==> config.mk <==
export PLATFORM = sky130hd
export DESIGN_NAME = esp8266_send_frame_flat
export DESIGN_NICKNAME = d
export VERILOG_FILES = /design/src/rtl/esp8266_send_frame_if.sv /design/src/rtl/esp8266_send_frame.sv /design/src/flat_wrapper.sv
export SDC_FILE = /design/constraint.sdc
export NUM_CORES = 1
export LEC_CHECK = 0
export BUFFER_PORTS_ARGS = -buffer_cell sky130_fd_sc_hd__buf_2
export CORE_MARGIN = 2
export CORE_UTILIZATION = 56
export DETAILED_ROUTE_END_ITERATION = 6
export HOLD_SLACK_MARGIN = 0.1
export PLACE_DENSITY = 0.78
export SKIP_LAST_GASP = 1
export SLEW_MARGIN = 40
export SYNTH_ARGS = -nofsm -noshare
export SYNTH_HDL_FRONTEND = slang
export SYNTH_SLANG_ARGS = --single-unit
==> constraint.sdc <==
create_clock -name clk -period 3.3 [get_ports clk]
set_input_delay 0.33 -clock clk [delete_from_list [all_inputs] [get_ports clk]]
set_output_delay 0.33 -clock clk [all_outputs]
set_load 0.01 [all_outputs]
==> src/rtl/esp8266_send_frame_if.sv <==
// Framer bus: application request/status, UART transmitter handshake and UART receiver snoop.
// master = application/UART side, slave = framer.
interface esp8266_send_frame_if;
    logic        start;
    logic [12:0] value;
    logic [7:0]  tx_data;
    logic        tx_wr;
    logic        tx_busy;
    logic        rx_int;
    logic [7:0]  rx_data;
    logic        busy;
    logic        done;
    logic        err;
    logic [2:0]  dbg_state;

    // Handshakes: start and rx_int are one-cycle strobes that are always
    // accepted (start only acts in IDLE). tx_wr is a one-cycle strobe issued
    // only while tx_busy=0; the next byte waits for tx_busy to rise and then
    // fall, and tx_data stays stable from tx_wr until tx_busy falls.
    modport master (
        output start, value, tx_busy, rx_int, rx_data,
        input  tx_data, tx_wr, busy, done, err, dbg_state
    );
    modport slave (
        input  start, value, tx_busy, rx_int, rx_data,
        output tx_data, tx_wr, busy, done, err, dbg_state
    );
endinterface

==> src/rtl/esp8266_send_frame.sv <==
// ESP8266 AT+CIPSEND framer: sends a value clamped to 999 as three ASCII digits.
// Define ESP8266_SEND_RETRY_EN to resend the whole frame once after a timeout or ERROR.
module esp8266_send_frame #(
    parameter logic [7:0]           LINK_ID     = "0",
    parameter int                   TIMEOUT_W   = 21,
    parameter logic [TIMEOUT_W-1:0] TIMEOUT_CYC = 21'd1_843_200
) (
    input logic clk,
    input logic rst,
    esp8266_send_frame_if.slave bus
);
    typedef enum logic [2:0] {IDLE, CMD, WAIT_PROMPT, PAYLOAD, WAIT_OK, FINISH} state_t;

    state_t               state_q, state_n;
    logic [1:0]           ph_q, ph_n;
    logic [3:0]           idx_q, idx_n;
    logic [3:0]           d2_q, d1_q, d0_q, d2_n, d1_n, d0_n;
    logic [7:0]           tx_data_q, tx_data_n;
    logic                 tx_wr_q, tx_wr_n, busy_q, busy_n, done_q, done_n, err_q, err_n;
    logic [2:0]           ok_idx_q, ok_idx_n, er_idx_q, er_idx_n, ok_step, er_step;
    logic [TIMEOUT_W-1:0] tmo_q, tmo_n, tmo_inc;
    logic [9:0]           clamp_v;
    logic [6:0]           rem100;
    logic [7:0]           cur_byte;
    logic                 last_byte, ok_hit, er_hit, tmo_hit, fail;
`ifdef ESP8266_SEND_RETRY_EN
    logic                 retry_q, retry_n;
`endif

    function automatic logic [7:0] cmd_byte(input logic [3:0] i);
        case (i)
            4'd0:  cmd_byte = "A";
            4'd1:  cmd_byte = "T";
            4'd2:  cmd_byte = "+";
            4'd3:  cmd_byte = "C";
            4'd4:  cmd_byte = "I";
            4'd5:  cmd_byte = "P";
            4'd6:  cmd_byte = "S";
            4'd7:  cmd_byte = "E";
            4'd8:  cmd_byte = "N";
            4'd9:  cmd_byte = "D";
            4'd10: cmd_byte = "=";
            4'd11: cmd_byte = LINK_ID;
            4'd12: cmd_byte = ",";
            4'd13: cmd_byte = "5";
            4'd14: cmd_byte = 8'h0d;
            default: cmd_byte = 8'h0a;
        endcase
    endfunction

    function automatic logic [7:0] ok_char(input logic [2:0] i);
        case (i)
            3'd0: ok_char = "S";
            3'd1: ok_char = "E";
            3'd2: ok_char = "N";
            3'd3: ok_char = "D";
            3'd4: ok_char = " ";
            3'd5: ok_char = "O";
            default: ok_char = "K";
        endcase
    endfunction

    function automatic logic [7:0] er_char(input logic [2:0] i);
        case (i)
            3'd0: er_char = "E";
            3'd1: er_char = "R";
            3'd2: er_char = "R";
            3'd3: er_char = "O";
            default: er_char = "R";
        endcase
    endfunction

    // A mismatching byte may itself start a new match.
    function automatic logic [2:0] step(input logic [2:0] i, input logic [7:0] b,
                                        input logic [7:0] want, input logic [7:0] first);
        if (b == want)       step = i + 3'd1;
        else if (b == first) step = 3'd1;
        else                 step = 3'd0;
    endfunction

    always_comb begin
        state_n   = state_q;
        ph_n      = ph_q;
        idx_n     = idx_q;
        d2_n      = d2_q;
        d1_n      = d1_q;
        d0_n      = d0_q;
        tx_data_n = tx_data_q;
        tx_wr_n   = 1'b0;
        busy_n    = busy_q;
        done_n    = 1'b0;
        err_n     = 1'b0;
        ok_idx_n  = ok_idx_q;
        er_idx_n  = er_idx_q;
        tmo_n     = tmo_q;
        fail      = 1'b0;
`ifdef ESP8266_SEND_RETRY_EN
        retry_n   = retry_q;
`endif
        clamp_v   = (bus.value > 13'd999) ? 10'd999 : bus.value[9:0];
        rem100    = 7'(clamp_v % 10'd100);
        ok_step   = step(ok_idx_q, bus.rx_data, ok_char(ok_idx_q), "S");
        er_step   = step(er_idx_q, bus.rx_data, er_char(er_idx_q), "E");
        ok_hit    = bus.rx_int && (ok_step == 3'd7);
        er_hit    = bus.rx_int && (er_step == 3'd5);
        tmo_inc   = tmo_q + 1'b1;
        tmo_hit   = (tmo_inc == TIMEOUT_CYC);
        cur_byte  = cmd_byte(idx_q);
        last_byte = (idx_q == 4'd15);
        if (state_q == PAYLOAD) begin
            last_byte = (idx_q == 4'd4);
            case (idx_q)
                4'd0:    cur_byte = 8'h30 + {4'h0, d2_q};
                4'd1:    cur_byte = 8'h30 + {4'h0, d1_q};
                4'd2:    cur_byte = 8'h30 + {4'h0, d0_q};
                4'd3:    cur_byte = 8'h0d;
                default: cur_byte = 8'h0a;
            endcase
        end

        case (state_q)
            IDLE: begin
`ifdef ESP8266_SEND_RETRY_EN
                retry_n = 1'b0;
`endif
                if (bus.start) begin
                    d2_n    = 4'(clamp_v / 10'd100);
                    d1_n    = 4'(rem100 / 7'd10);
                    d0_n    = 4'(rem100 % 7'd10);
                    busy_n  = 1'b1;
                    idx_n   = 4'd0;
                    ph_n    = 2'd0;
                    state_n = CMD;
                end
            end
            CMD, PAYLOAD: begin
                // Phases: 0 issue byte, 1 wait for tx_busy high, 2 wait for tx_busy low.
                case (ph_q)
                    2'd0: if (!bus.tx_busy) begin
                        tx_wr_n   = 1'b1;
                        tx_data_n = cur_byte;
                        ph_n      = 2'd1;
                    end
                    2'd1: if (bus.tx_busy) ph_n = 2'd2;
                    default: if (!bus.tx_busy) begin
                        ph_n = 2'd0;
                        if (last_byte) begin
                            idx_n   = 4'd0;
                            state_n = (state_q == CMD) ? WAIT_PROMPT : WAIT_OK;
                        end else begin
                            idx_n = idx_q + 4'd1;
                        end
                    end
                endcase
            end
            WAIT_PROMPT: begin
                tmo_n = tmo_inc;
                if (bus.rx_int && bus.rx_data == ">") state_n = PAYLOAD;
                else if (er_hit || tmo_hit)           fail = 1'b1;
                else if (bus.rx_int)                  er_idx_n = er_step;
            end
            WAIT_OK: begin
                tmo_n = tmo_inc;
                if (ok_hit) begin
                    done_n  = 1'b1;
                    state_n = FINISH;
                end else if (er_hit || tmo_hit) begin
                    fail = 1'b1;
                end else if (bus.rx_int) begin
                    ok_idx_n = ok_step;
                    er_idx_n = er_step;
                end
            end
            default: begin
                busy_n  = 1'b0;
                state_n = IDLE;
            end
        endcase

        if (fail) begin
`ifdef ESP8266_SEND_RETRY_EN
            if (!retry_q) begin
                retry_n = 1'b1;
                idx_n   = 4'd0;
                ph_n    = 2'd0;
                state_n = CMD;
            end else begin
                err_n   = 1'b1;
                state_n = FINISH;
            end
`else
            err_n   = 1'b1;
            state_n = FINISH;
`endif
        end

        if (state_n != state_q) begin
            ok_idx_n = 3'd0;
            er_idx_n = 3'd0;
            tmo_n    = '0;
        end
    end

    always_ff @(posedge clk or posedge rst) begin
        if (rst) begin
            state_q   <= IDLE;
            ph_q      <= 2'd0;
            idx_q     <= 4'd0;
            d2_q      <= 4'd0;
            d1_q      <= 4'd0;
            d0_q      <= 4'd0;
            tx_data_q <= 8'd0;
            tx_wr_q   <= 1'b0;
            busy_q    <= 1'b0;
            done_q    <= 1'b0;
            err_q     <= 1'b0;
            ok_idx_q  <= 3'd0;
            er_idx_q  <= 3'd0;
            tmo_q     <= '0;
`ifdef ESP8266_SEND_RETRY_EN
            retry_q   <= 1'b0;
`endif
        end else begin
            state_q   <= state_n;
            ph_q      <= ph_n;
            idx_q     <= idx_n;
            d2_q      <= d2_n;
            d1_q      <= d1_n;
            d0_q      <= d0_n;
            tx_data_q <= tx_data_n;
            tx_wr_q   <= tx_wr_n;
            busy_q    <= busy_n;
            done_q    <= done_n;
            err_q     <= err_n;
            ok_idx_q  <= ok_idx_n;
            er_idx_q  <= er_idx_n;
            tmo_q     <= tmo_n;
`ifdef ESP8266_SEND_RETRY_EN
            retry_q   <= retry_n;
`endif
        end
    end

    assign bus.tx_data   = tx_data_q;
    assign bus.tx_wr     = tx_wr_q;
    assign bus.busy      = busy_q;
    assign bus.done      = done_q;
    assign bus.err       = err_q;
    assign bus.dbg_state = state_q;
endmodule
==> src/flat_wrapper.sv <==
// flat-port wrapper written by rule: the top's interface ports become plain ports
module esp8266_send_frame_flat 
#(
    parameter logic [7:0]           LINK_ID     = " ",
    parameter int                   TIMEOUT_W   = 21,
    parameter logic [TIMEOUT_W-1:0] TIMEOUT_CYC = 21'd1_843_200
)
  (clk, rst, bus_start, bus_value, bus_tx_busy, bus_rx_int, bus_rx_data, bus_tx_data, bus_tx_wr, bus_busy, bus_done, bus_err, bus_dbg_state);
  esp8266_send_frame_if bus_i ();
  input logic clk;
  input logic rst;
  input wire logic [$bits(bus_i.start)-1:0] bus_start;
  input wire logic [$bits(bus_i.value)-1:0] bus_value;
  input wire logic [$bits(bus_i.tx_busy)-1:0] bus_tx_busy;
  input wire logic [$bits(bus_i.rx_int)-1:0] bus_rx_int;
  input wire logic [$bits(bus_i.rx_data)-1:0] bus_rx_data;
  output wire logic [$bits(bus_i.tx_data)-1:0] bus_tx_data;
  output wire logic [$bits(bus_i.tx_wr)-1:0] bus_tx_wr;
  output wire logic [$bits(bus_i.busy)-1:0] bus_busy;
  output wire logic [$bits(bus_i.done)-1:0] bus_done;
  output wire logic [$bits(bus_i.err)-1:0] bus_err;
  output wire logic [$bits(bus_i.dbg_state)-1:0] bus_dbg_state;
  assign bus_i.start = bus_start;
  assign bus_i.value = bus_value;
  assign bus_i.tx_busy = bus_tx_busy;
  assign bus_i.rx_int = bus_rx_int;
  assign bus_i.rx_data = bus_rx_data;
  assign bus_tx_data = bus_i.tx_data;
  assign bus_tx_wr = bus_i.tx_wr;
  assign bus_busy = bus_i.busy;
  assign bus_done = bus_i.done;
  assign bus_err = bus_i.err;
  assign bus_dbg_state = bus_i.dbg_state;
  esp8266_send_frame #(.LINK_ID(LINK_ID), .TIMEOUT_W(TIMEOUT_W), .TIMEOUT_CYC(TIMEOUT_CYC)) u_core (.clk(clk), .rst(rst), .bus(bus_i));
endmodule
==> impl_metrics.csv <==
group,metric,value,unit
synth,synth_top_family_by_area,"simple AND/OR/NAND/NOR gates",
sta,slew_viol_final,0,
power,power_density,480,nW/um^2
synth,yosysUniqueCellTypes,84,
detailed_routing,ant_nets,0,
synth,synth_largest_area_cell,"dfrtp_1",
synth,synth-simple-area-share,26.4,%
global_route,grt_max_degree,42,
global_route,grt_pass1_wl,23400,um
global_route,grt_usage,28.4,%
placed_design,portBuffers,39,
synth,synth_edf_count,0,
clocking,htreeDepth,3,
final_layout,final_cells,921,
power,pwr-share-comb,52.8,%
global_route,grt_pass1_vias,5163,
detailed_routing,vias,5617,
synth,async_flop_share,100,%
final_layout,antenna_cells,0,
sta,finalHoldViolCount,0,
synth,synthCells,657,
synth,synth_area,5200,um^2
detailed_routing,wirelength,15100,um
floorplan,start_util,57.1,%
synth,synthTopCellsByCount,"83 x nor2_1, 76 x nand2_1, 59 x dfrtp_1",
placed_design,detailed_place_hpwl,10300,um
detailed_routing,drt-initial-drc-count,295,
worst_setup_path,endpoint_kind,"register",
synth,synthTopCellsByArea,"dfrtp_1 28%, nor2_1 6.0%, nand2_1 5.5%",
synth,muxShareOfSynthArea,4.07,%
global_route,grt_antenna_before_repair,0,
run_status,outcome,"complete, but fails checks",
floorplan,dieArea,10100,um^2
clocking,cts.clk_slew.worst_paths,0.06,ns
synth,synth_top_area_share,28.4,%
detailed_routing,first_pass_iters,7,
detailed_routing,viasPerCell,6.10,
worst_setup_path,required,3.50,ns
final_layout,fin_util,77.0,%
worst_setup_path,arrival,5.55,ns
clocking,clock_latency,0.34,ns
global_route,globalRouteMet1Util,35.7,%
sta,min_period,5.36,ns
synth,yosysSeqAreaShare,28.4,%
worst_setup_path,path_class,"in -> reg",
synth,synth_most_common_cell,"nor2_1",
clocking,cts_tree,"done",
detailed_routing,drc,0,
worst_setup_path,worst-path-max-fanout,7,
final_layout,drive_gt1_share,33.6,%
placed_design,place.gp.congestion,0.931,
synth,syn_avg_cell_area,7.91,um^2
clocking,clock-root-buffer,"clkbuf_8",
clocking,cts_sinks,59,
floorplan,dieHeight,100,um
placed_design,dp_slack,-2.45,ns
synth,synth_fa_ha_area_share,5.29,%
final_layout,n_fill_cell,609,
synth,synth-compound-area-share,24.6,%
clocking,clock_path_buffers,2,
clocking,holdBufCountCts,0,
floorplan,fp.dieW,100,um
power,clock_power_share,16.2,%
run_status,violations,"negative setup slack",
sta,timing.final.ws_setup,-2.06,ns
detailed_routing,wl_per_cell,16.4,um
power,p_total,0.00337,W
sta,worst_slew_margin_rel,48.4,%
worst_setup_path,rrSetupSlack,0.15,ns
sta,rsz0062_at_grt,"yes",
worst_setup_path,cp-start-kind,"input pin",
floorplan,coreArea,9110,um^2
placed_design,placed_cell_area,6320,um^2
power,p_int,0.00199,W
floorplan,num_rows,35,
power,power_switching,0.00138,W
global_route,use_met2,49.3,%
power,sequentialPowerShare,31.0,%
final_layout,fin_nets,856,
worst_setup_path,cpMaxStageDelayCell,"or3_4",
sta,period_share,162,%
final_layout,areaGrowthSynthToFinish,34.9,%
synth,syn_nets,705,
power,leakage,3.07,nW
sta,setup_viol,8,
run,cap_violations,0,
global_route,grt_overflow_total,0,
power,swShare,40.8,%
sta,fmax,187,MHz
power,peakVddDrop,0.279,mV
sta,fin_skew,0.00684,ns
hold_path,hold_path_class,"in -> async",
synth,ys_ff_latch,59,
final_layout,design_area,7020,um^2
placed_design,dp_cells,885,
floorplan,pin_count,41,
worst_setup_path,worst_path_largest_cell_delay,0.42,ns
global_route,top_usage_layer,"met2",
clocking,numCtsBuffers,9,
synth,ys.flop_type,"dfrtp_1",
global_route,met3_usage,3.83,%
sta,tightest_slew,0.772,ns
synth,synthXorXnorAreaFrac,7.05,%
synth,yosysWarningCount,0,
-- layer usage --
metal | share of wire (%) | wire (um)
met5 | 0 | 0
met4 | 2.7 | 404
met2 | 51 | 7700
met3 | 5.1 | 768
met1 | 41 | 6230
-- repair_timing --
action / in CTS / in global routing
pin swaps: 19 / 24
buffers inserted: 11 / 11
endpoints found under the setup margin: 9 / 36
gates cloned: 0 / 2
gates resized for setup: 28 / 41
endpoints found under the hold margin: 0 / 0
-- flip-flops by register name, indices dropped and copies added (netlist names), 3 cells and up --
name,cells
u_core.er_idx_q,3
u_core.bus.tx_data,7
u_core.ok_idx_q,3
u_core.bus.dbg_state,3
u_core.d1_q,4
u_core.tmo_q,21
u_core.d2_q,4
u_core.d0_q,4
u_core.idx_q,4
-- critical path, delay by kind of cell --
| family | cells | cell delay [ns] |
|---|---|---|
| AOI/OAI and AO/OA | 9 | 1.85 |
| buffers and inverters | 4 | 0.40 |
| xor gates and xnor gates | 2 | 0.34 |
| and+or+nand+nor | 10 | 2.20 |
| adders and majority gates | 2 | 0.40 |
-- stage by stage --
stage | setup TNS, ns | hold slack [ns]
2_1_floorplan | -12.56 | 0.446
3_3_place_gp | -13.03 | 0.458
3_5_place_dp | -15.11 | 0.466
4_1_cts | -10.49 | 0.202
5_1_grt | -14.17 | 0.139
6_report | -11.86 | 0.0981
-- power by group through the flow --
| stage | sequential (W) | combinational [W] | clock [W] |
|---|---|---|---|
| after global placement | 0.00104 | 0.00151 | 0 |
| after detailed placement | 0.00105 | 0.00157 | 0 |
| final | 0.00104 | 0.00178 | 0.000546 |
| after CTS | 0.00104 | 0.00168 | 0.000551 |
| after floorplan | 0.00101 | 0.00109 | 0 |
| after global routing | 0.00107 | 0.00195 | 0.000583 |
-- cells by family (layout without fill, tap and decap cells) --
logic type	count (synthesis)	after routing
multiplexers	18	18
buffers and inverters	53	206
adder cells (fa/ha/maj)	22	22
other	1	1
AND/OR/NAND/NOR	284	284
flip-flops	59	59
AO/OA/AOI/OAI	179	179
XOR/XNOR	41	41
-- final timing paths --
| check | from | end | cells after the start |
|---|---|---|---|
| hold reg to reg | u_core.bus.tx_data[6] | u_core.bus.tx_data[6] | 2 |
| min in group clk | bus_tx_busy | u_core.ph_q[1] | 3 |
| setup / recovery | bus_value[10] | u_core.d0_q[1] | 27 |
| hold / removal | rst | u_core.d2_q[3] | 2 |
| max in group asynchronous | rst | u_core.ok_idx_q[1] | 3 |
| setup reg to reg | u_core.tmo_q[7] | u_core.ok_idx_q[2] | 13 |
-- cell usage in the layout (no fill, tap or decap), types with 8 or more instances in the layout --
cell	n
buf_4	124
nor2_1	78
nand2_1	74
dfrtp_1	57
a21oi_1	36
buf_2	36
o21ai_0	30
nand3_1	23
xor2_1	22
inv_1	19
nor3_1	19
xnor2_1	14
ha_1	14
nand4_1	12
o211ai_1	12
clkbuf_8	10
a31oi_1	9
mux2i_1	9
and3_1	8
o31ai_1	8
-- final cells by class --
cell class              instances  area (um^2)  share of cell area, %
inverters                      22         83.8                   1.19
clock inverters                 3         17.5                  0.250
flip-flops and latches         59         1480                   21.1
well taps                     111          139                   1.98
repair buffers                171         1280                   18.2
multi-input cells             545         3880                   55.3
clock buffers                  10          138                   1.96
Note: power is estimated with default switching activity, not from simulation.
